$ cat config.mk
export PLATFORM = sky130hd
export DESIGN_NAME = sync_fifo_ext
export DESIGN_NICKNAME = d
export VERILOG_FILES = /design/src/rtl/sync_fifo_ext.sv
export SDC_FILE = /design/constraint.sdc
export NUM_CORES = 1
export LEC_CHECK = 0
export ABC_AREA = 0
export BUFFER_PORTS_ARGS = -buffer_cell sky130_fd_sc_hd__buf_2
export CORE_MARGIN = 1
export CORE_UTILIZATION = 65
export CTS_BUF_LIST = sky130_fd_sc_hd__clkbuf_4
export DETAILED_ROUTE_END_ITERATION = 8
export GPL_TIMING_DRIVEN = 0
export MAX_ROUTING_LAYER = met4
export PLACE_DENSITY_LB_ADDON = 0.08
export SETUP_SLACK_MARGIN = 0.3
export SYNTH_ARGS = -nofsm -noshare
export SYNTH_HDL_FRONTEND = slang
export SYNTH_SLANG_ARGS = --single-unit
$ cat constraint.sdc
create_clock -name clk -period 3.45 [get_ports clk]
set_clock_uncertainty 0.1 [all_clocks]
set_input_delay 0.1725 -clock clk [delete_from_list [all_inputs] [get_ports clk]]
set_output_delay 0.1725 -clock clk [all_outputs]
set_load 0.005 [all_outputs]
$ cat src/rtl/sync_fifo_ext.sv
// Single-clock FIFO of DEPTH words (any DEPTH >= 2), with an occupancy count, almost-full/almost-empty
// flags and overflow/underflow pulses. FWFT selects registered-read or first-word-fall-through output.
module sync_fifo_ext #(
  parameter int unsigned DEPTH        = 8,
  parameter int unsigned DATA_WIDTH   = 8,
  parameter int unsigned AFULL_LEVEL  = DEPTH - 1,
  parameter int unsigned AEMPTY_LEVEL = 1,
  parameter int unsigned FWFT         = 0
) (
  input  logic                         clk,
  input  logic                         reset,
  input  logic                         wr_en,
  input  logic [DATA_WIDTH-1:0]        wr_data,
  output logic                         wr_ready,
  input  logic                         rd_en,
  output logic [DATA_WIDTH-1:0]        rd_data,
  output logic                         rd_val,
  output logic [$clog2(DEPTH+1)-1:0]   count,
  output logic                         almost_full,
  output logic                         almost_empty,
  output logic                         overflow,
  output logic                         underflow
);

  localparam int unsigned PW = (DEPTH > 1) ? $clog2(DEPTH) : 1;
  localparam int unsigned CW = $clog2(DEPTH + 1);
  localparam logic [PW-1:0] PTR_LAST = PW'(DEPTH - 1);
  localparam logic [CW-1:0] CNT_FULL = CW'(DEPTH);

  logic [DATA_WIDTH-1:0] mem_q [DEPTH];
  logic [PW-1:0]         wr_ptr_q, wr_ptr_d;
  logic [PW-1:0]         rd_ptr_q, rd_ptr_d;
  logic [CW-1:0]         count_q, count_d;
  logic                  overflow_q, overflow_d;
  logic                  underflow_q, underflow_d;
  logic                  full, empty, wr_acc, rd_acc;

  // Explicit wrap at DEPTH-1 so non-power-of-two depths use every entry.
  function automatic logic [PW-1:0] ptr_inc(input logic [PW-1:0] p);
    return (p == PTR_LAST) ? '0 : p + 1'b1;
  endfunction

  always_comb begin
    full        = (count_q == CNT_FULL);
    empty       = (count_q == '0);
    wr_acc      = wr_en && !full;
    rd_acc      = rd_en && !empty;
    wr_ptr_d    = wr_acc ? ptr_inc(wr_ptr_q) : wr_ptr_q;
    rd_ptr_d    = rd_acc ? ptr_inc(rd_ptr_q) : rd_ptr_q;
    count_d     = count_q;
    if (wr_acc && !rd_acc) begin
      count_d = count_q + 1'b1;
    end else if (rd_acc && !wr_acc) begin
      count_d = count_q - 1'b1;
    end
    overflow_d  = wr_en && full;
    underflow_d = rd_en && empty;
  end

  always_ff @(posedge clk) begin
    if (reset) begin
      wr_ptr_q    <= '0;
      rd_ptr_q    <= '0;
      count_q     <= '0;
      overflow_q  <= 1'b0;
      underflow_q <= 1'b0;
    end else begin
      wr_ptr_q    <= wr_ptr_d;
      rd_ptr_q    <= rd_ptr_d;
      count_q     <= count_d;
      overflow_q  <= overflow_d;
      underflow_q <= underflow_d;
    end
  end

  // Storage is never cleared; reset only discards it by rewinding the pointers.
  always_ff @(posedge clk) begin
    if (!reset && wr_acc) begin
      mem_q[wr_ptr_q] <= wr_data;
    end
  end

  assign count        = count_q;
  assign wr_ready     = !full;
  assign almost_full  = (count_q >= CW'(AFULL_LEVEL));
  assign almost_empty = (count_q <= CW'(AEMPTY_LEVEL));
  assign overflow     = overflow_q;
  assign underflow    = underflow_q;

  if (FWFT == 0) begin : g_reg
    logic [DATA_WIDTH-1:0] rd_data_q, rd_data_d;
    logic                  rd_val_q, rd_val_d;

    always_comb begin
      rd_data_d = rd_data_q;
      if (rd_acc) begin
        rd_data_d = mem_q[rd_ptr_q];
      end
      rd_val_d = rd_acc;
    end

    always_ff @(posedge clk) begin
      if (reset) begin
        rd_data_q <= '0;
        rd_val_q  <= 1'b0;
      end else begin
        rd_data_q <= rd_data_d;
        rd_val_q  <= rd_val_d;
      end
    end

    assign rd_data = rd_data_q;
    assign rd_val  = rd_val_q;
  end else begin : g_fwft
    assign rd_data = mem_q[rd_ptr_q];
    assign rd_val  = !empty;
  end

endmodule

* Yosys cells after proc, flatten, opt, wreduce, memory -nomap -nowiden
Memories as Yosys holds them, arrays and structs flattened. A register that Yosys moved wholly into a read port is not among the register bits.
Cells that the tools add are included.
** Word-level totals
- Bits in writable memories :: 64
- Word-level logic and storage cells :: 36
- Output and inout port bits :: 18
- Flip-flop bits (word level) :: 13
- Input port bits :: 12
- Memories :: 1
- Latch bits :: 0
- ROM bits :: 0
** Memory list
- mem_q :: depth 8, width 8, read ports 1, clocked after memory_dff 1, write ports 1, line 30 : logic [DATA_WIDTH-1:0] mem_q [DEPTH];
** Cells by class
- Multipliers :: 0
- Bitwise gates (word level) :: 0
- Order comparisons :: 2
- Mux-type cells :: 6
- Shift-type cells :: 0
- Div/mod/pow operators :: 0
- Reduce and logical (&&, ||, !) cells :: 14
- Equality and inequality tests :: 3
- Add/sub/neg operators :: 4
** Operator list (number)
- 2-to-1 mux 4 bit :: 2
- logical AND 1 bit :: 7
- adder 3 x 1 -> 3 bit, second input constant :: 2
- == test 3 bit, second input constant :: 2
- 2-to-1 mux 3 bit :: 2
- zero test 1 bit :: 5
- adder 4 x 1 -> 4 bit, second input constant :: 1
- == test 4 bit, second input constant :: 1
- >= comparator 4 x 3 -> 1 bit, second input constant :: 1
- less-or-equal comparator 4 x 1 -> 1 bit, second input constant :: 1
- zero test 4 bit :: 1
- subtractor 4 x 1 -> 4 bit, second input constant :: 1
- 2-to-1 mux 1 bit :: 2
- nonzero test 2 bit :: 1

* Longest topological paths before layout
Gate-level depths: netlist (run 1).
- Depth after elaboration :: 7
- Mapped depth :: 10
- Mapped depth without buffers :: 10

* Least setup slack after synthesis (run 1)
Ideal clock, no wire load.
- Path kind :: register -> register
- Start point :: register count_q[0] (netlist: count[0])
- End point :: register count_q[3] (netlist: count[3])
- Stages on the path, launching flop included :: 11
- Setup time :: 128 ps
- Path buffers :: 1
- Clock period less this slack :: 2297 ps
- Arrival time :: 2069 ps
- Data required time :: 3222 ps
- Setup slack :: 1153 ps
- Path through :: dfxtp_1 inv_1 ha_1 or3b_1 buf_2 nand2_1 ha_1 or4_1 a21oi_1 xnor2_1 nor2_1
** Between the ends
- Cells in the longest elaborated chain, start to end :: 6
- Elaborated cells between the ends (all ways) :: 15
- Classes of those cells :: add/sub (2); eq/ne (1); mux (2); reduce/logical (10)
** RTL lines
- from (decl) :: line 33 : logic [CW-1:0] count_q, count_d;
- from (signal assigned) :: line 70 : count_q <= count_d;
- parallel branches: the longest is 6 deep, another holds subtractor 4 x 1 -> 4 bit
Several ways; the timed one is not identified. The select of a mux whose other input is x is not followed.
A chain may end at the register's enable or synchronous reset.

* Final worst setup path (run 1)
- Start point :: register count_q[0] (netlist: count[0])
- End point :: memory mem_q[0][4], enable pin
** Between the ends
- Cells in the longest elaborated chain, start to end :: 6
** RTL lines
- == test 4 bit :: line 44 : full = (count_q == CNT_FULL);
- zero test 1 bit :: line 46 : wr_acc = wr_en && !full;
- logical AND 1 bit :: line 46
- logical AND 1 bit :: line 78 : if (!reset && wr_acc) begin
- 2-to-1 mux 1 bit :: line 78
- 2-to-1 mux 1 bit (implied by the code) :: line 79 : mem_q[wr_ptr_q] <= wr_data;
- to (decl) :: line 30
Every way passes these cells.

==> results of run 1 <==
## state kept, by name (all words and copies together), names as in the netlist
signal,cells
count,4
mem_q,64
overflow,1
rd_data,8
rd_ptr_q,3
rd_val,1
underflow,1
wr_ptr_q,3
## per-layer routing
metal / global-route usage (%) / routed length [um] / vias up
met5: - / 0 / -
met3: 4.88 / 397 / 15
met4: 18.4 / 187 / 0
met1: 33.1 / 2760 / 996
li1: - / - / 970
met2: 46.4 / 3390 / 84
## through the flow
step | hold WS (ns) | cells | area, um^2
finish | 0.381 | 347 | 3900
global route | 0.400 | 347 | 3900
CTS | 0.383 | 347 | 3900
detailed placement | 0.348 | 319 | 3600
global placement | 0.334 | 319 | 3600
floorplan | 0.148 | 223 | 3370
## path summary, 6_finish.rpt
path / from / end
setup reg to reg: count[0] / mem_q[0][4]
setup / recovery: count[0] / mem_q[0][4]
hold reg to reg: rd_data[1] / rd_data[1]
hold / removal: rd_data[1] / rd_data[1]
## repair_timing
item | CTS | global route
resized for setup | 0 | 0
hold buffers | 12 | 0
setup endpoints to repair | 0 | 0
hold endpoints to repair | 70 | 0
## placed cells by master, fill, tap and decap left out, drive strengths merged
cell type and n:
and3b 1, nor3b 2, edfxtp 64, nor2 12, a22oi 16, xnor2 1
nand2 9, clkinv 1, or3b 1, clkbuf 11, clkinvlp 1, or3 3
xor2 2, inv 4, dlygate4sd3 12, nand4bb 1, mux2i 33, nand3b 1
buf 38, nand3 3, a21oi 10, bufinv 3, o21ai 1, a32o 8
nand4 1, dfxtp 21, nor3 3, nand2b 2, a21o 1, or4 1
nor2b 2, ha 8, and2 1, nand4b 2
## cell type report
class / instances / area [um^2] / share of cell area (%)
Buffer: 10 / 51.3 / 1.31
Clock buffer: 10 / 75.1 / 1.92
Clock inverter: 6 / 110 / 2.82
Inverter: 3 / 11.3 / 0.288
Multi-Input combinational cell: 125 / 965 / 24.7
Sequential cell: 85 / 2340 / 60.0
Tap cell: 67 / 83.8 / 2.15
Timing Repair Buffer: 41 / 265 / 6.79
## logic make-up (layout without fill, tap and decap cells)
logic type | Yosys count | count (layout) | share of synthesized area, %
AO/OA/AOI/OAI | 36 | 36 | 7.91
AND/OR/NAND/NOR | 45 | 45 | 7.17
XOR/XNOR | 3 | 3 | 0.780
flip-flops | 85 | 85 | 69.5
buffers and inverters | 13 | 70 | 1.86
multiplexers | 33 | 33 | 9.80
adder cells (fa/ha/maj) | 8 | 8 | 2.97
## power breakdown
group          internal [mW]  switching [mW]  leakage [nW]
sequential              1.18          0.0608         0.750
combinational          0.290           0.337         0.555
clock                  0.376           0.319        0.0947
==> summary.md, run 1 <==
| Metric | Value |
|---|---|
| Status | `complete, no violations` |
| Crit path DAT | `2.73 ns` |
| Synthesized flop and latch total | `85` |
| Tot Pwr | `2.57 mW` |
| Final Core Density | `80.5%` |
| Netlist cell types | `33` |
| CP required | `3.37 ns` |
| Fin Setup TNS | `0 ns` |
| Starting Density | `69.5%` |
| Synthesis warning total | `0` |
| PD cells | `658 nW/um^2` |
| GRT Total Usage | `28.6%` |
| H-tree levels | `3` |
| Cell with the most instances after synthesis | `edfxtp_1` |
| Kind of critical path | `reg2reg` |
| Number of I/O port buffers | `29` |
| CP Launch Type | `flip-flop` |
| Post-synth ARST share | `0%` |
| Fin nets | `295` |
| Die X | `74 um` |
| Num rows | `25` |
| Num ports | `30` |
| Final min period | `2.81 ns` |
| Sequential fraction of the synthesis area | `69.5%` |
| CP Capture Type | `flip-flop` |
| Largest net degree at the start of global routing | `15` |
| Final setup viols | `0` |
| Via Count | `2065` |
| R2R Setup Slk | `0.64 ns` |
| First-pass GRT wire length | `10.3 mm` |
| Slew Limit Fails | `0` |
| Max-cap violations | `0` |
| Area Overhead vs Synth | `15.9%` |
| Largest stage delay on the critical path | `1.05 ns` |
| Share of cells above drive strength 1 | `18.2%` |
| Sink Count | `85` |
| # diodes | `0` |
| DRC Markers | `0` |
| Drt total wl | `6.74 mm` |
| Reg clk slew, reported paths | `0.13 ns` |
| Fillers | `266` |
| Global route total overflow | `0` |
| Reg2reg path depth | `5` |
| Peak VDD IR | `0.459 mV` |
| Worst-Skew Late Latency | `0.41 ns` |
| Core area | `4850 um^2` |
| CP cell instances | `inv_1 -> ha_1 -> nand3b_1 -> nand4bb_1 -> nor3_1` |
| DIE AREA | `5480 um^2` |
| Setup Buffers After CTS | `0` |
| Relative slew slack | `11.0%` |
| Hold Crit Depth | `1` |
| Maximum net fanout on the critical path | `8` |
| Inserted Clock Buffers | `9` |
| Crit path max-delay cell type | `nor3_1` |
| Levels on crit path | `5` |
| Final Hold Violating Endpoints | `0` |
| Peak Freq | `356 MHz` |
| DRT Pass-1 Iters | `4` |
| Starting DRT DRC Count | `160` |
| DR WL/cell | `19.4 um` |
| Hold/Removal Path Class | `reg2reg` |
| Avg Cell Area, Syn | `15.1 um^2` |
| Largest cells by area after synthesis | `edfxtp_1, dfxtp_1, mux2i_1` |
| Detail Route Antenna Nets | `0` |
| Initial antenna violation count | `0` |
| Synth Cell Area | `3370 um^2` |
| Via density | `5.95` |
| Critical path's top delay family | `simple AND/OR/NAND/NOR gates` |
| Leading area contributor after synthesis | `edfxtp_1` |
| Routability congestion estimate | `0.759` |
| Top FF cell, synth | `edfxtp_1` |
| CTS Root Buffer Type | `clkbuf_4` |
| Synth top area share | `57.0%` |
| P_leak | `1.40 nW` |
| Pin slew with the least headroom to its limit | `1.33 ns` |
| Post-synth net total | `243` |
| CTS tree | `done` |
| Post-synth EDFFs | `64` |
| Pre-CTS setup slack | `0.646 ns` |
| Dpl hpwl | `4.29 mm` |
| Vias in the first global route | `2078` |
| Clock buffer depth | `2` |
| Final Cycle Share | `81.4%` |
| Worst Setup Slack, final | `0.642 ns` |
| Crit path buffers/inverters | `1` |
| Most common library cells after synthesis | `edfxtp_1, mux2i_1, dfxtp_1, a22oi_1, nor2_1` |
| Die extent in y | `74 um` |
| RSZ-0062 raised after global routing | `false` |
| Synth Instances | `223` |
No activity file was read; power rests on OpenSTA's default activity.
==> inputs of run 2 (changes only) <==
--- a/config.mk
+++ b/config.mk
@@ -5,10 +5,10 @@
 export SDC_FILE = /design/constraint.sdc
 export NUM_CORES = 1
 export LEC_CHECK = 0
-export ABC_AREA = 0
+export ABC_AREA = 1
 export BUFFER_PORTS_ARGS = -buffer_cell sky130_fd_sc_hd__buf_2
 export CORE_MARGIN = 1
-export CORE_UTILIZATION = 65
+export CORE_UTILIZATION = 62
 export CTS_BUF_LIST = sky130_fd_sc_hd__clkbuf_4
 export DETAILED_ROUTE_END_ITERATION = 8
 export GPL_TIMING_DRIVEN = 0
==> constraint.sdc (replaced) <==
create_clock -name clk -period 2.7 [get_ports clk]
set_clock_uncertainty 0.1 [all_clocks]
set_input_delay 0.135 -clock clk [delete_from_list [all_inputs] [get_ports clk]]
set_output_delay 0.135 -clock clk [all_outputs]
set_load 0.005 [all_outputs]
==> run 2 against run 1 <==
  * Synthesized area grew 9.6%
  * Utilization is 5.0 points lower
  * Flip-flop and latch count unchanged
  * Largest power group unchanged
  * Highest routed layer unchanged
==> summary.md, run 2 <==
| Metric | Value |
|---|---|
| Drt total wl | `7.57 mm (was 6.74 mm)` |
| CP cell instances | `inv_1 -> ha_1 -> nand3_4 -> nand2_1 -> nor2_1 -> nand2_1 -> nor2_2 (was inv_1 -> ha_1 -> nand3b_1 -> nand4bb_1 -> nor3_1)` |
| Post-synthesis adder-cell area fraction | `2.71% (was 2.97%)` |
| CP Launch Type | `flip-flop (unchanged)` |
| CTS tree | `done (unchanged)` |
| Cell with the most instances after synthesis | `nand2_1 (was edfxtp_1)` |
| DIE AREA | `6270 um^2 (was 5480 um^2)` |
| Proportion of synthesized area in mux cells | `0% (was 9.80%)` |
| Synthesized flop and latch total | `85 (unchanged)` |
| DR WL/cell | `15.2 um (was 19.4 um)` |
| Routability congestion estimate | `0.885 (was 0.759)` |
| Synth top area share | `52.1% (was 57.0%)` |
| Via density | `5.28 (was 5.95)` |
| Fin nets | `443 (was 295)` |
| Final min period | `2.30 ns (was 2.81 ns)` |
| Die extent in y | `79.2 um (was 74 um)` |
| Fin Setup TNS | `0 ns (unchanged)` |
| Synth Instances | `372 (was 223)` |
| Core area | `5610 um^2 (was 4850 um^2)` |
| Post-route cell area | `4230 um^2 (was 3900 um^2)` |
| Clock buffer depth | `2 (unchanged)` |
| PD cells | `866 nW/um^2 (was 658 nW/um^2)` |
| Global route total overflow | `0 (unchanged)` |
| Pin slew with the least headroom to its limit | `0.555 ns (was 1.33 ns)` |
| CP Capture Point | `mem_q[1][4] (was mem_q[0][4])` |
| Worst-Skew Late Latency | `0.43 ns (was 0.41 ns)` |
| Placed cells | `473 (was 319)` |
| Crit path max-delay cell type | `nor2_2 (was nor3_1)` |
| Num rows | `27 (was 25)` |
| Share of cells above drive strength 1 | `16.9% (was 18.2%)` |
| Peak VDD IR | `0.781 mV (was 0.459 mV)` |
| Die X | `79.2 um (was 74 um)` |
| Final Cycle Share | `85.3% (was 81.4%)` |
| Final Hold Violating Endpoints | `0 (unchanged)` |
| Maximum net fanout on the critical path | `8 (unchanged)` |
| Post-synth EDFFs | `64 (unchanged)` |
| Avg Cell Area, Syn | `9.93 um^2 (was 15.1 um^2)` |
| R2R Setup Slk | `0.40 ns (was 0.64 ns)` |
| Area post-placement | `3930 um^2 (was 3600 um^2)` |
| First-pass GRT wire length | `12.2 mm (was 10.3 mm)` |
| Num ports | `30 (unchanged)` |
| Most common cell after layout, fill and taps aside | `nand2_1 (was edfxtp_1)` |
| Synth Area in Compound Gates | `4.13% (was 7.91%)` |
| CTS Root Buffer Type | `clkbuf_4 (unchanged)` |
| Largest cells by area after synthesis | `edfxtp_1, dfxtp_1, nand2_1 (was edfxtp_1, dfxtp_1, mux2i_1)` |
| Starting Density | `65.8% (was 69.5%)` |
| Cell mode on critical path | `nand2_1` |
| Vias in the first global route | `2550 (was 2078)` |
| CP required | `2.68 ns (was 3.37 ns)` |
| R2R Path Start | `count[1] (was count[0])` |
| Largest net degree at the start of global routing | `14 (was 15)` |
| Max-cap violations | `0 (unchanged)` |
| Sequential fraction of the synthesis area | `63.4% (was 69.5%)` |
| Fin cells | `499 (was 347)` |
| Most frequent cells in the layout | `nand2_1, edfxtp_1, inv_1 (was edfxtp_1, buf_2, mux2i_1)` |
| Inserted Clock Buffers | `9 (unchanged)` |
| Via Count | `2636 (was 2065)` |
| Most common library cells after synthesis | `nand2_1, edfxtp_1, inv_1, nand3_1, dfxtp_1 (was edfxtp_1, mux2i_1, dfxtp_1, a22oi_1, nor2_1)` |
| H-tree levels | `3 (unchanged)` |
| Critical path origin | `count[1] (was count[0])` |
| Starting DRT DRC Count | `218 (was 160)` |
| Slew Limit Fails | `0 (unchanged)` |
| Xor and xnor fraction of the mapped netlist area | `0.237% (was 0.780%)` |
| Post-synth ARST share | `0% (unchanged)` |
| Number of I/O port buffers | `29 (unchanged)` |
| Reg clk slew, reported paths | `0.12 ns (was 0.13 ns)` |
| Largest family of logic cells by synthesized area | `simple AND/OR/NAND/NOR gates (was multiplexers)` |
| Detail Route Antenna Nets | `0 (unchanged)` |
| Relative slew slack | `63.0% (was 11.0%)` |
| Simple-gate portion of the synthesized area | `20.0% (was 7.17%)` |
| FF-to-FF End | `mem_q[1][4] (was mem_q[0][4])` |
| Setup Buffers After CTS | `0 (unchanged)` |
| Synthesis warning total | `0 (unchanged)` |
| Status | `complete, no violations (unchanged)` |
| Top FF cell, synth | `edfxtp_1 (unchanged)` |
| # diodes | `0 (unchanged)` |
| P_leak | `1.86 nW (was 1.40 nW)` |
| Synth Cell Area | `3690 um^2 (was 3370 um^2)` |
| Largest stage delay on the critical path | `0.48 ns (was 1.05 ns)` |
| Hold/Removal Path Class | `reg2reg (unchanged)` |
| Initial antenna violation count | `0 (unchanged)` |
| Peak Freq | `434 MHz (was 356 MHz)` |
| Kind of critical path | `reg2reg (unchanged)` |
| DRT Pass-1 Iters | `6 (was 4)` |
| Sink Count | `85 (unchanged)` |
| Post-synth net total | `392 (was 243)` |
| Area Overhead vs Synth | `14.7% (was 15.9%)` |
| Dpl hpwl | `5.23 mm (was 4.29 mm)` |
| GRT Total Usage | `28.1% (was 28.6%)` |
| Biggest register | `mem_q (unchanged)` |
| Netlist cell types | `23 (was 33)` |
| CP Capture Type | `flip-flop (unchanged)` |
| Reg2reg path depth | `7 (was 5)` |
| Max reg flops | `64 (unchanged)` |
| Crit path DAT | `2.29 ns (was 2.73 ns)` |
| Leading area contributor after synthesis | `edfxtp_1 (unchanged)` |
| DRC Markers | `0 (unchanged)` |
| RSZ-0062 raised after global routing | `true (was false)` |
| Final setup viols | `0 (unchanged)` |
run 2: what timing repair did:
item	4_1_cts	5_1_grt
endpoints found under the setup margin	62	66
gates resized for setup	4	9
hold buffers	11	0
pin swaps	0	0
endpoints found under the hold margin	70	0
run 2: metrics by stage:
step / worst slack, ns / utilization, % / total power [mW] / hold WS (ns)
final: 0.396 / 75.5 / 3.67 / 0.374
after detailed placement: 0.188 / 70.0 / 2.86 / 0.283
after floorplan: 0.649 / - / 2.47 / 0.134
after CTS: 0.152 / 74.9 / 3.65 / 0.375
after global placement: 0.254 / 70.0 / 2.81 / 0.281
after global routing: 0.205 / 75.5 / 3.90 / 0.397
run 2: layer usage:
metal | vias to the layer above | GRT usage [%] | routed length [um]
met5 | - | - | 0
met4 | 0 | 11.8 | 193
met3 | 19 | 7.01 | 516
met2 | 76 | 41.8 | 3480
met1 | 1231 | 36.9 | 3390
li1 | 1310 | - | -
run 2: cell families after synthesis:
group / count (synthesis)
xor gates and xnor gates: 1
buffers and inverters: 76
and+or+nand+nor: 172
adders and majority gates: 8
AOI/OAI and AO/OA: 30
DFF: 85
run 2: worst min-delay path by stage:
stage                    start           to  slack, ns  cells after the start
floorplan           wr_data[0]  mem_q[0][0]       0.13                      0
global placement         wr_en     overflow       0.28                      3
detailed placement       wr_en     overflow       0.28                      3
CTS                 rd_data[0]   rd_data[0]       0.37                      2
global route             wr_en     overflow       0.40                      4
finish              rd_data[4]   rd_data[4]       0.37                      2
run 2: layout make-up:
class	count	area, um^2
plain buffers	13	109
clock buffers	11	82.6
clock inverters	4	72.6
fillers	399	1370
inverters	63	243
multi-input cells	211	1040
flip-flops and latches	85	2340
well taps	72	90.1
repair buffers	40	255
run 2: power breakdown:
part	switching [mW]	internal [mW]	leakage, nW
clock network	0.410	0.393	0.0850
registers	0.0853	1.54	0.751
logic	0.770	0.468	1.02
total	1.27	2.40	1.86
run 2: worst max-delay path: cells and delay by family, from the launching register on:
kind                       cells  cell delay (ns)
and+or+nand+nor                5             1.07
DFF                            1             0.42
buffers and inverters          1             0.10
adders and majority gates      1             0.26
==> inputs of run 3 (changes only) <==
==> constraint.sdc (replaced) <==
create_clock -name clk -period 2.2 [get_ports clk]
set_clock_uncertainty 0.1 [all_clocks]
set_input_delay 0.11 -clock clk [delete_from_list [all_inputs] [get_ports clk]]
set_output_delay 0.11 -clock clk [all_outputs]
set_load 0.005 [all_outputs]
==> run 3 against run 2 <==
  * Critical endpoint is now count[3]
  * Global-route usage grew 0.77 points
  * Critical path depth rose by 4
  * Worst hold slack worse by 0.0026 ns
  * Largest power group unchanged
==> summary.md, run 3 (synthesized netlist as in run 2, its figures left out) <==
| Metric | Value |
|---|---|
| Die X | `79.2 um (unchanged)` |
| Via Count | `2710 (was 2636)` |
| Worst Setup Slack, final | `0.293 ns (was 0.396 ns)` |
| Crit path DAT | `2.19 ns (was 2.29 ns)` |
| Pre-CTS setup slack | `-0.0399 ns (was 0.188 ns)` |
| H-tree levels | `3 (unchanged)` |
| Global route total overflow | `0 (unchanged)` |
| Tot Pwr | `4.81 mW (was 3.67 mW)` |
| Number of I/O port buffers | `29 (unchanged)` |
| Vias in the first global route | `2559 (was 2550)` |
| Final Core Density | `79.7% (was 75.5%)` |
| # diodes | `0 (unchanged)` |
| GRT Total Usage | `28.8% (was 28.1%)` |
| Routability congestion estimate | `0.787 (was 0.885)` |
| Max-cap violations | `0 (unchanged)` |
| First-pass GRT wire length | `12.6 mm (was 12.2 mm)` |
| Die extent in y | `79.2 um (unchanged)` |
| Relative slew slack | `66.1% (was 63.0%)` |
| DRC Markers | `0 (unchanged)` |
| Peak VDD IR | `0.736 mV (was 0.781 mV)` |
| Final setup viols | `0 (unchanged)` |
| Fin nets | `453 (was 443)` |
| CP required | `2.48 ns (was 2.68 ns)` |
| Maximum net fanout on the critical path | `6 (was 8)` |
| Fillers | `350 (was 399)` |
| Sink Count | `85 (unchanged)` |
| Most frequent cells in the layout | `nand2_1, edfxtp_1, inv_1 (unchanged)` |
| Kind of critical path | `reg2reg (unchanged)` |
| CTS Root Buffer Type | `clkbuf_4 (unchanged)` |
| Worst-Skew Late Latency | `0.43 ns (about the same)` |
| Starting DRT DRC Count | `270 (was 218)` |
| CP Launch Type | `flip-flop (unchanged)` |
| Initial antenna violation count | `0 (unchanged)` |
| Drt total wl | `8.27 mm (was 7.57 mm)` |
| Hold/Removal Path Class | `reg2reg (unchanged)` |
| DR WL/cell | `16.2 um (was 15.2 um)` |
| Register area | `2350 um^2 (was 2340 um^2)` |
| Status | `complete, no violations (unchanged)` |
| Final Hold Violating Endpoints | `0 (unchanged)` |
| Peak Freq | `524 MHz (was 434 MHz)` |
| Slew Limit Fails | `0 (unchanged)` |
| DRT Pass-1 Iters | `5 (was 6)` |
| Num ports | `30 (unchanged)` |
| Final min period | `1.91 ns (was 2.30 ns)` |
| Via density | `5.31 (was 5.28)` |
| Pin slew with the least headroom to its limit | `0.508 ns (was 0.555 ns)` |
| Largest net degree at the start of global routing | `15 (was 14)` |
| Area of the multi-input gates | `1120 um^2 (was 1040 um^2)` |
| Num rows | `27 (unchanged)` |
| P_leak | `1.93 nW (was 1.86 nW)` |
| CTS tree | `done (unchanged)` |
| Inserted Clock Buffers | `9 (unchanged)` |
| Share of cells above drive strength 1 | `21.2% (was 16.9%)` |
| Detail Route Antenna Nets | `0 (unchanged)` |
| Most common cell after layout, fill and taps aside | `nand2_1 (unchanged)` |
| RSZ-0062 raised after global routing | `false (was true)` |
| Final Cycle Share | `86.7% (was 85.3%)` |
| CP Capture Type | `flip-flop (unchanged)` |
| Clock buffer depth | `2 (unchanged)` |
| DIE AREA | `6270 um^2 (unchanged)` |
| Core area | `5610 um^2 (unchanged)` |
| Reg clk slew, reported paths | `0.13 ns (was 0.12 ns)` |
| Starting Density | `65.8% (unchanged)` |
| Max reg flops | `64 (unchanged)` |
| PD cells | `1080 nW/um^2 (was 866 nW/um^2)` |
| Area Overhead vs Synth | `21.0% (was 14.7%)` |
| Biggest register | `mem_q (unchanged)` |
| Dpl hpwl | `5.20 mm (was 5.23 mm)` |
-- run 3: cell types whose count changed in the layout (fill, tap and decap cells not counted), moves of 3 or more --
cell,change
buf_12,+4
buf_4,+4
nor2_4,+4
nand2_1,-3
nor2_2,-3
o21ai_0,-3
-- run 3: through the flow --
step,instance area [um^2],TNS (ns),std cells,hold slack [ns]
after detailed placement,3950,-0.705,473,0.261
after CTS,4410,0,507,0.367
after global placement,3950,0,473,0.256
final,4470,0,510,0.372
after global routing,4470,0,510,0.386
after floorplan,3720,0,372,0.109
-- run 3: repair_timing --
item,in CTS,in global routing
buffers inserted,5,3
setup endpoints to repair,68,66
gates resized for setup,17,10
hold endpoints to repair,73,0
pin swaps,7,3
hold buffers,13,0
-- run 3: final timing paths --
kind / startpoint / to / slack, ns / cells after the start
setup / recovery: count[1] / count[3] / 0.29 / 11
hold reg to reg: rd_data[7] / rd_data[7] / 0.37 / 2
hold / removal: rd_data[7] / rd_data[7] / 0.37 / 2
setup reg to reg: count[1] / count[3] / 0.29 / 11
-- run 3: worst max-delay path: stages (launching register included) --
cell and delay [ns]:
dfxtp_4 0.37, inv_2 0.09, ha_4 0.19, nand3_4 0.14, nand2_8 0.13, inv_1 0.07
ha_4 0.27, a21oi_1 0.16, o21ai_2 0.10, nand2_1 0.09, nand2_1 0.06, nor2_1 0.08
-- run 3: final cells by class --
cell class | instances | area share (%)
Sequential cell | 85 | 52.6
Multi-Input combinational cell | 211 | 25.1
Buffer | 13 | 2.52
Inverter | 63 | 5.43
Tap cell | 72 | 2.02
Clock inverter | 4 | 1.65
Clock buffer | 12 | 2.02
Timing Repair Buffer | 50 | 8.63
-- run 3: power breakdown --
part / total, mW / internal (mW) / switching, mW
logic: 1.79 / 0.713 / 1.08
registers: 2.00 / 1.90 / 0.106
clock network: 1.01 / 0.501 / 0.510
total: 4.81 / 3.11 / 1.70
-- run 3: metal layers --
| layer | share of wire, % | vias to the layer above | wire (um) | track usage, % |
|---|---|---|---|---|
| li1 | - | 1341 | - | - |
| met1 | 40 | 1250 | 3310 | 36.5 |
| met2 | 51 | 98 | 4190 | 45.9 |
| met3 | 6.3 | 21 | 523 | 5.86 |
| met4 | 3.0 | 0 | 245 | 11.3 |
| met5 | 0 | - | 0 | - |
